--- src/rtl/rv_decode_pkg.sv ---
// Shared RV32 decode constants and the strobe bundle produced by inst_decoder.
package rv_decode_pkg;

  localparam logic [6:0] OPC_OP     = 7'b0110011;
  localparam logic [6:0] OPC_OPIMM  = 7'b0010011;
  localparam logic [6:0] OPC_AUIPC  = 7'b0010111;
  localparam logic [6:0] OPC_LUI    = 7'b0110111;
  localparam logic [6:0] OPC_JAL    = 7'b1101111;
  localparam logic [6:0] OPC_LOAD   = 7'b0000011;
  localparam logic [6:0] OPC_STORE  = 7'b0100011;
  localparam logic [6:0] OPC_BRANCH = 7'b1100011;

  localparam logic [6:0] ABS_OPC_DEFAULT = 7'b0001011;

  localparam logic [2:0] F3_ADD  = 3'b000;
  localparam logic [2:0] F3_SLT  = 3'b010;
  localparam logic [2:0] F3_XOR  = 3'b100;
  localparam logic [2:0] F3_SR   = 3'b101;
  localparam logic [2:0] F3_AND  = 3'b111;
  localparam logic [2:0] F3_W    = 3'b010;
  localparam logic [2:0] F3_BEQ  = 3'b000;

  localparam logic [6:0] F7_ZERO = 7'b0000000;
  localparam logic [6:0] F7_ALT  = 7'b0100000;

  localparam logic [31:0] NOP = 32'h0000_0013;

  typedef struct packed {
    logic is_add;
    logic is_xor;
    logic is_slt;
    logic is_auipc;
    logic is_lui;
    logic is_addi;
    logic is_lw;
    logic is_andi;
    logic is_srai;
    logic is_beq;
    logic is_jal;
    logic is_sw;
    logic is_abs;
    logic illegal;
  } dec_t;

endpackage

--- src/rtl/inst_decoder.sv ---
// Pure combinational RV32 subset decode: one instruction word to one-hot strobes + illegal.
module inst_decoder
  import rv_decode_pkg::*;
#(
  parameter logic [6:0] ABS_OPC = ABS_OPC_DEFAULT
) (
  input  logic [31:0] inst,
  output dec_t        dec
);

  logic [6:0] op, f7;
  logic [2:0] f3;
  logic [4:0] rs2;
  logic       unused_bits;

  assign op  = inst[6:0];
  assign f3  = inst[14:12];
  assign f7  = inst[31:25];
  assign rs2 = inst[24:20];
  assign unused_bits = ^{inst[19:15], inst[11:7]};

  always_comb begin
    dec = '0;
    case (op)
      OPC_OP: begin
        dec.is_add = (f3 == F3_ADD) && (f7 == F7_ZERO);
        dec.is_xor = (f3 == F3_XOR) && (f7 == F7_ZERO);
        dec.is_slt = (f3 == F3_SLT) && (f7 == F7_ZERO);
      end
      OPC_OPIMM: begin
        dec.is_addi = (f3 == F3_ADD);
        dec.is_andi = (f3 == F3_AND);
        dec.is_srai = (f3 == F3_SR) && (f7 == F7_ALT);
      end
      OPC_AUIPC:  dec.is_auipc = 1'b1;
      OPC_LUI:    dec.is_lui   = 1'b1;
      OPC_JAL:    dec.is_jal   = 1'b1;
      OPC_LOAD:   dec.is_lw    = (f3 == F3_W);
      OPC_STORE:  dec.is_sw    = (f3 == F3_W);
      OPC_BRANCH: dec.is_beq   = (f3 == F3_BEQ);
      default: ;
    endcase
    // ABS lives in custom space, so it is matched outside the case to tolerate any ABS_OPC value
    if (op == ABS_OPC && f3 == 3'b000 && f7 == F7_ZERO && rs2 == 5'd0)
      dec.is_abs = 1'b1;
    dec.illegal = ~|{dec.is_add, dec.is_xor, dec.is_slt, dec.is_auipc, dec.is_lui,
                     dec.is_addi, dec.is_lw, dec.is_andi, dec.is_srai, dec.is_beq,
                     dec.is_jal, dec.is_sw, dec.is_abs};
  end

endmodule

--- src/rtl/inst_decode_stage.sv ---
// IF/ID pipeline register with a one-entry skid buffer and decode of the held instruction.
module inst_decode_stage
  import rv_decode_pkg::*;
#(
  parameter int         PC_W    = 32,
  parameter logic [6:0] ABS_OPC = ABS_OPC_DEFAULT
) (
  input  logic            clk,
  input  logic            rst,
  input  logic            flush,
  input  logic            in_valid,
  output logic            in_ready,
  input  logic [31:0]     in_inst,
  input  logic [PC_W-1:0] in_pc,
  output logic            out_valid,
  input  logic            out_ready,
  output logic [31:0]     out_inst,
  output logic [PC_W-1:0] out_pc,
  output logic            inst_add,
  output logic            inst_xor,
  output logic            inst_slt,
  output logic            inst_auipc,
  output logic            inst_lui,
  output logic            inst_addi,
  output logic            inst_lw,
  output logic            inst_andi,
  output logic            inst_srai,
  output logic            inst_beq,
  output logic            inst_jal,
  output logic            inst_sw,
  output logic            inst_abs,
  output logic            illegal
);

  logic            out_valid_q, out_valid_d;
  logic [31:0]     out_inst_q,  out_inst_d;
  logic [PC_W-1:0] out_pc_q,    out_pc_d;
  logic            skid_valid_q, skid_valid_d;
  logic [31:0]     skid_inst_q,  skid_inst_d;
  logic [PC_W-1:0] skid_pc_q,    skid_pc_d;
  logic            in_ready_q,   in_ready_d;

  logic accept;
  dec_t dec, dec_g;

  assign accept = in_valid & in_ready_q;

  always_comb begin
    out_valid_d  = out_valid_q;
    out_inst_d   = out_inst_q;
    out_pc_d     = out_pc_q;
    skid_valid_d = skid_valid_q;
    skid_inst_d  = skid_inst_q;
    skid_pc_d    = skid_pc_q;
    if (flush) begin
      out_valid_d  = 1'b0;
      skid_valid_d = 1'b0;
    end else if (!out_valid_q || out_ready) begin
      // Output reg is free this edge; the skid entry is older so it wins.
      // in_ready is low whenever the skid is full, so no accept can collide here.
      if (skid_valid_q) begin
        out_valid_d  = 1'b1;
        out_inst_d   = skid_inst_q;
        out_pc_d     = skid_pc_q;
        skid_valid_d = 1'b0;
      end else if (accept) begin
        out_valid_d = 1'b1;
        out_inst_d  = in_inst;
        out_pc_d    = in_pc;
      end else begin
        out_valid_d = 1'b0;
      end
    end else if (accept) begin
      skid_valid_d = 1'b1;
      skid_inst_d  = in_inst;
      skid_pc_d    = in_pc;
    end
    in_ready_d = ~skid_valid_d;
  end

  always_ff @(posedge clk or posedge rst) begin
    if (rst) begin
      out_valid_q  <= 1'b0;
      out_inst_q   <= NOP;
      out_pc_q     <= '0;
      skid_valid_q <= 1'b0;
      skid_inst_q  <= NOP;
      skid_pc_q    <= '0;
      in_ready_q   <= 1'b1;
    end else begin
      out_valid_q  <= out_valid_d;
      out_inst_q   <= out_inst_d;
      out_pc_q     <= out_pc_d;
      skid_valid_q <= skid_valid_d;
      skid_inst_q  <= skid_inst_d;
      skid_pc_q    <= skid_pc_d;
      in_ready_q   <= in_ready_d;
    end
  end

  inst_decoder #(.ABS_OPC(ABS_OPC)) u_dec (
    .inst (out_inst_q),
    .dec  (dec)
  );

  assign dec_g = out_valid_q ? dec : '0;

  assign in_ready   = in_ready_q;
  assign out_valid  = out_valid_q;
  assign out_inst   = out_inst_q;
  assign out_pc     = out_pc_q;
  assign inst_add   = dec_g.is_add;
  assign inst_xor   = dec_g.is_xor;
  assign inst_slt   = dec_g.is_slt;
  assign inst_auipc = dec_g.is_auipc;
  assign inst_lui   = dec_g.is_lui;
  assign inst_addi  = dec_g.is_addi;
  assign inst_lw    = dec_g.is_lw;
  assign inst_andi  = dec_g.is_andi;
  assign inst_srai  = dec_g.is_srai;
  assign inst_beq   = dec_g.is_beq;
  assign inst_jal   = dec_g.is_jal;
  assign inst_sw    = dec_g.is_sw;
  assign inst_abs   = dec_g.is_abs;
  assign illegal    = dec_g.illegal;

endmodule
--- config.mk ---
export PLATFORM = sky130hd
export DESIGN_NAME = inst_decode_stage
export DESIGN_NICKNAME = d
export VERILOG_FILES = /design/src/rtl/rv_decode_pkg.sv /design/src/rtl/inst_decoder.sv /design/src/rtl/inst_decode_stage.sv
export SDC_FILE = /design/constraint.sdc
export NUM_CORES = 1
export LEC_CHECK = 0
export ABC_CLOCK_PERIOD_IN_PS = 4660
export BUFFER_PORTS_ARGS = -buffer_cell sky130_fd_sc_hd__buf_2
export CORE_ASPECT_RATIO = 1.4
export CORE_MARGIN = 4
export CORE_UTILIZATION = 47
export CTS_CLUSTER_DIAMETER = 40
export DETAILED_ROUTE_END_ITERATION = 16
export GPL_ROUTABILITY_DRIVEN = 0
export PLACE_DENSITY = 0.72
export SLEW_MARGIN = 15
export SYNTH_ARGS = -nofsm -noshare
export SYNTH_HDL_FRONTEND = slang
export SYNTH_SLANG_ARGS = --single-unit
--- constraint.sdc ---
create_clock -name clk -period 4.66 [get_ports clk]
set_clock_uncertainty 0.1 [all_clocks]
set_input_delay 0.466 -clock clk [delete_from_list [all_inputs] [get_ports clk]]
set_output_delay 0.466 -clock clk [all_outputs]
set_load 0.01 [all_outputs]
Yosys cells after proc, flatten, opt, wreduce, memory -nomap -nowiden
Index checks and enable logic that the tools add are counted.

Flip-flop bits (word level): 131. Bits of input ports: 69. Logic and storage cells: 65.

Equal/unequal tests: 14. Mux-type cells: 22. Bitwise logic cells: 4. Reductions and logical operators: 18.

Operators with widths (number): 2-to-1 mux 32 bit (4); equality test 7 x 6 -> 1 bit (second input constant) (4); 2-to-1 mux 1 bit (15); equality test 7 x 5 -> 1 bit (second input constant) (2); equality test 7 bit (second input constant) (2); 2-to-1 mux 14 bit (1); OR reduction 13 bit (1); equality test 3 bit (second input constant) (3); equality test 7 x 2 -> 1 bit (second input constant) (1); equality test 7 x 4 -> 1 bit (second input constant) (1); logical AND 1 bit (7); logical NOT 7 bit (1); AND reduction 3 bit (2); logical NOT 5 bit (1); nonzero test 2 bit (2); equality test 3 x 2 -> 1 bit (second input constant) (1); logical NOT 3 bit (1); 2-to-1 mux 3 bit (1); NOT 1 bit (3); logical NOT 1 bit (2); 2-to-1 mux 2 bit (1); bitwise AND 1 bit (1); logical OR 1 bit (1).

Depth between registers and ports, before layout
Depth in word-level cells: 8. Mapped depth: 7. Depth with buffers taken out: 4.

By module
From an unflattened synthesis, not the netlist that was laid out.

Cells, all modules: 418. Area, all modules: 6356.1 um^2.

By module, submodules not included: inst_decode_stage (times used 1, cells each 368, area each 6029.5 um^2); inst_decoder (times used 1, cells each 50, area each 326.6 um^2).

Least setup slack after synthesis
OpenSTA, ideal clock, no wires.

Path type: reg2out. From: register out_inst_q[5], in the netlist out_inst[5]. To: output inst_xor. Arrival: 1.488 ns. Required time: 4.094 ns. Path slack: 2.606 ns. Stages on the path, launching flop included: 5. Buffers on the path: 1. Cell sequence: dfrtp_1 -> clkbuf_1 -> nor4bb_1 -> nand4_1 -> nor4_1.

Cells in the longest elaborated chain, start to end: 3.

Ends and longest elaborated chain: start, declared (line inst_decode_stage.sv:36) `logic [31:0] out_inst_q, out_inst_d;`; start signal, assigned (line inst_decode_stage.sv:92) `out_inst_q <= out_inst_d;`; equality test 7 x 6 -> 1 bit (line inst_decoder.sv:24) `case (op)`; 2-to-1 mux 3 bit (line inst_decoder.sv:24); 2-to-1 mux 14 bit (line inst_decode_stage.sv:106) `assign dec_g = out_valid_q ? dec : '0;`; end, declared (line inst_decode_stage.sv:20) `output logic inst_xor,`.

Every way passes these cells.

Final worst setup path
From: register out_inst_q[29], in the netlist out_inst[29]. To: output illegal.

Cells in the longest elaborated chain, start to end: 7. Elaborated cells on any way between the ends: 14. Classes of those cells: 1 x eq/ne; 4 x mux; 9 x reduce/logical.

Ends and longest elaborated chain: logical NOT 7 bit; logical AND 1 bit (2 in series) (line inst_decoder.sv:44) `if (op == ABS_OPC && f3 == 3'b000 && f7 == F7_ZERO && rs2 == 5'd0)`; 2-to-1 mux 1 bit (line inst_decoder.sv:44); OR reduction 13 bit (*) (line inst_decoder.sv:46) `dec.illegal = ~|{dec.is_add, dec.is_xor, dec.is_slt, dec.is_auipc, dec.is_lui,`; logical NOT 1 bit (*) (line inst_decoder.sv:46); 2-to-1 mux 14 bit (*) (line inst_decode_stage.sv:106); end, declared (line inst_decode_stage.sv:32) `output logic illegal`.

Mark *: on every way between the ends. The rest lies on a longest branch, timed or not.

==> impl_metrics.toml <==
[run_status]
status = "complete, no violations"

[sta]
worst_pin_slew_ns = 1.16
setup_viol = 0
max-slew-margin-rel_pct = 22.8
fin_crit_sh_pct = 61.0
slew_viol_final = 0
rsz0062_at_grt = "no"
min_period_ns = 2.84
setup_tns_ns = 0
fmax_ghz = 0.352
whs_ns = 0.115
hold_violations = 0

[synth]
synthArstFlopShare_pct = 100
synth_xor_area_share_pct = 0
synth_edf_count = 0
yosysSeqAreaShare_pct = 56.7
yosysMostFrequentCell = "dfrtp_1"
synth.cells.most_frequent = "dfrtp_1 (124), nor2_1 (73), a21oi_1 (66)"
netlist_instances = 485
syn_nets = 554
synth_largest_area_cell = "dfrtp_1"
synth_area_um2 = 5800
synth_top_family_by_area = "multiplexers"
synthMuxAreaShare_pct = 23.5
synth_compound_area_share_pct = 6.32
synth-simple-area-share_pct = 9.81
synthTopCellsByArea = "dfrtp_1 (53%), mux2_2 (12%), mux2i_1 (11%)"
synth_ff_type = "dfrtp_1"
yosysUniqueCellTypes = 33
synth_fa_ha_area_share_pct = 0
yosysWarnings = 0
postSynthAreaPerCell_um2 = 12.0
synth_seq_cells = 131
yosysTopAreaCellShare_pct = 53.5

[grt]
grt-ovfl-total = 0
grt_pass1_vias = 4284
grt_pass1_wl_um = 20900
antenna_found_initial = 3
grtUsageTotal_pct = 18.4
grt_max_degree = 91

[power]
p_per_area_nw_per_um2 = 475
vdd_drop_max_v = 0.000295
leakage_uw = 0.00310

[placement]
placed_cell_area_um2 = 6580
place_inst = 752
io_buffers = 148
hpwl_um = 8500

[drt]
drt-total-wl_um = 12600
wl_per_cell_um = 16.0
first_iter_violations = 122
drt-vias-per-instance = 5.35
drt_pass1_iterations = 4
vias = 4198
drc = 0
drtAntennaViolNets = 0

[setup_path]
startpoint_type = "flop"
r2r_slack_ns = 2.41
reg2reg_to = "skid_inst_q[11]$_DFFE_PP0P_"
cp-endpoint = "illegal"
cp_max_fo = 3
reg2regPathDepth = 4
critPathKind = "reg2out"
startpoint = "out_inst[29]$_DFFE_PP0P_"
arrival_ns = 2.28
r2r-start = "out_valid$_DFFE_PP0N_"
cp.required_ns = 4.09
crit_path_end_kind = "output port"

[floorplan]
coreArea_um2 = 11900
row_count = 47
die_height_um = 139
dieArea_um2 = 14200
ioPinCount = 149
start_util_pct = 48.6
die_w_um = 102

[clock_tree]
postCtsSetupBuffers = 0
cts_tree = "built"
clkSinkCount = 131
root_buffer = "clkbuf_16"
ctsResizeCount = 0
path_clk_slew_ns = 0.05
htreeDepth = 4
clk-insertion-delay-late_ns = 0.40
cts_buffer_depth = 2
ctsHoldBuffers = 0
cts_buffers = 17

[finish]
layout.cells.non_filler = 785
fin_nets = 693
drive_gt1_share_pct = 40.5
area_delta_synth_final_pct = 23.5
stdcell_area_um2 = 7170

[job]
drv_cap = 0

[worst_hold_path]
hp-class = "in2async"
-- power by group --
group | internal, µW | total, µW | switching, µW
registers | 1390 | 1550 | 158
clock network | 852 | 1310 | 457
logic | 281 | 548 | 267
total | 2520 | 3410 | 881
-- per-layer routing --
| metal | GRT usage (%) | vias to the layer above | share of wire [%] |
|---|---|---|---|
| li1 | - | 1991 | - |
| met1 | 23.3 | 2045 | 41 |
| met2 | 30.4 | 142 | 49 |
| met3 | 5.51 | 16 | 7.8 |
| met4 | 5.04 | 4 | 1.3 |
| met5 | 0 | - | 0.18 |
-- final cells by class --
class	instances	area (µm²)
multi-input combinational	317	2300
antenna	1	2.50
clock buffer	22	454
sequential	131	3290
inverter	4	20.0
clock inverter	10	134
tap	147	184
fill	1005	4770
timing repair buffer	153	778
-- worst min path at each step --
| stage | slack (ns) | end | startpoint | cells past startpoint |
|---|---|---|---|---|
| CTS | 0.13 | skid_pc_q[25]$_DFFE_PP0P_ | rst | 2 |
| finish | 0.11 | out_pc[16]$_DFFE_PP0P_ | rst | 2 |
| floorplan | 0.38 | skid_inst_q[10]$_DFFE_PP0P_ | skid_inst_q[10]$_DFFE_PP0P_ | 1 |
| global placement | 0.39 | skid_inst_q[12]$_DFFE_PP0P_ | skid_inst_q[12]$_DFFE_PP0P_ | 1 |
| detailed placement | 0.40 | skid_inst_q[28]$_DFFE_PP0P_ | skid_inst_q[28]$_DFFE_PP0P_ | 1 |
| global route | 0.16 | skid_pc_q[20]$_DFFE_PP0P_ | rst | 2 |
-- flip-flops by register name, summed over array words and instances (netlist names) --
signal,count
out_inst,32
out_pc,32
skid_inst_q,32
skid_pc_q,32
in_ready,1
out_valid,1
skid_valid_q,1
-- metrics by stage --
| stage | worst slack (ns) | utilization [%] | power, µW |
|---|---|---|---|
| floorplan | 0.608 | - | 1900 |
| global placement | 2.28 | 55.1 | 2090 |
| detailed placement | 2.23 | 55.1 | 2130 |
| CTS | 1.80 | 60.0 | 3450 |
| global route | 1.64 | 60.0 | 3590 |
| finish | 1.82 | 60.0 | 3410 |
-- worst max-delay path, cell delays in order, from the launching register on --
cell and delay [ns]:
dfrtp_1 0.38, nor4_1 0.57, nand4_1 0.23, a2111oi_0 0.46
nor4_1 0.10, buf_2 0.15
-- cell families after synthesis --
family | after synthesis
multiplexers | 128
flip-flops | 131
AO/OA/AOI/OAI | 71
AND/OR/NAND/NOR | 118
buffers and inverters | 37
-- layout by cell type (no fill, tap or decap), types with 3 or more instances in the layout --
master     Yosys  layout
nand3_1        3       3
nor4_1         9       9
dfstp_2        7       7
mux2i_1       64      64
buf_4          1       5
clkinv_2       0       4
a21oi_1       66      66
nor3_1         5       4
dfrtp_1      124     123
buf_2         22     148
nor2b_1        4       4
mux2_2        64      64
bufinv_16      0       3
clkbuf_1       3       4
clkbuf_16      0      17
nand2_1        8       8
nor2_1        73      73
inv_1          4       3
No activity file was read; power rests on OpenSTA's default activity.
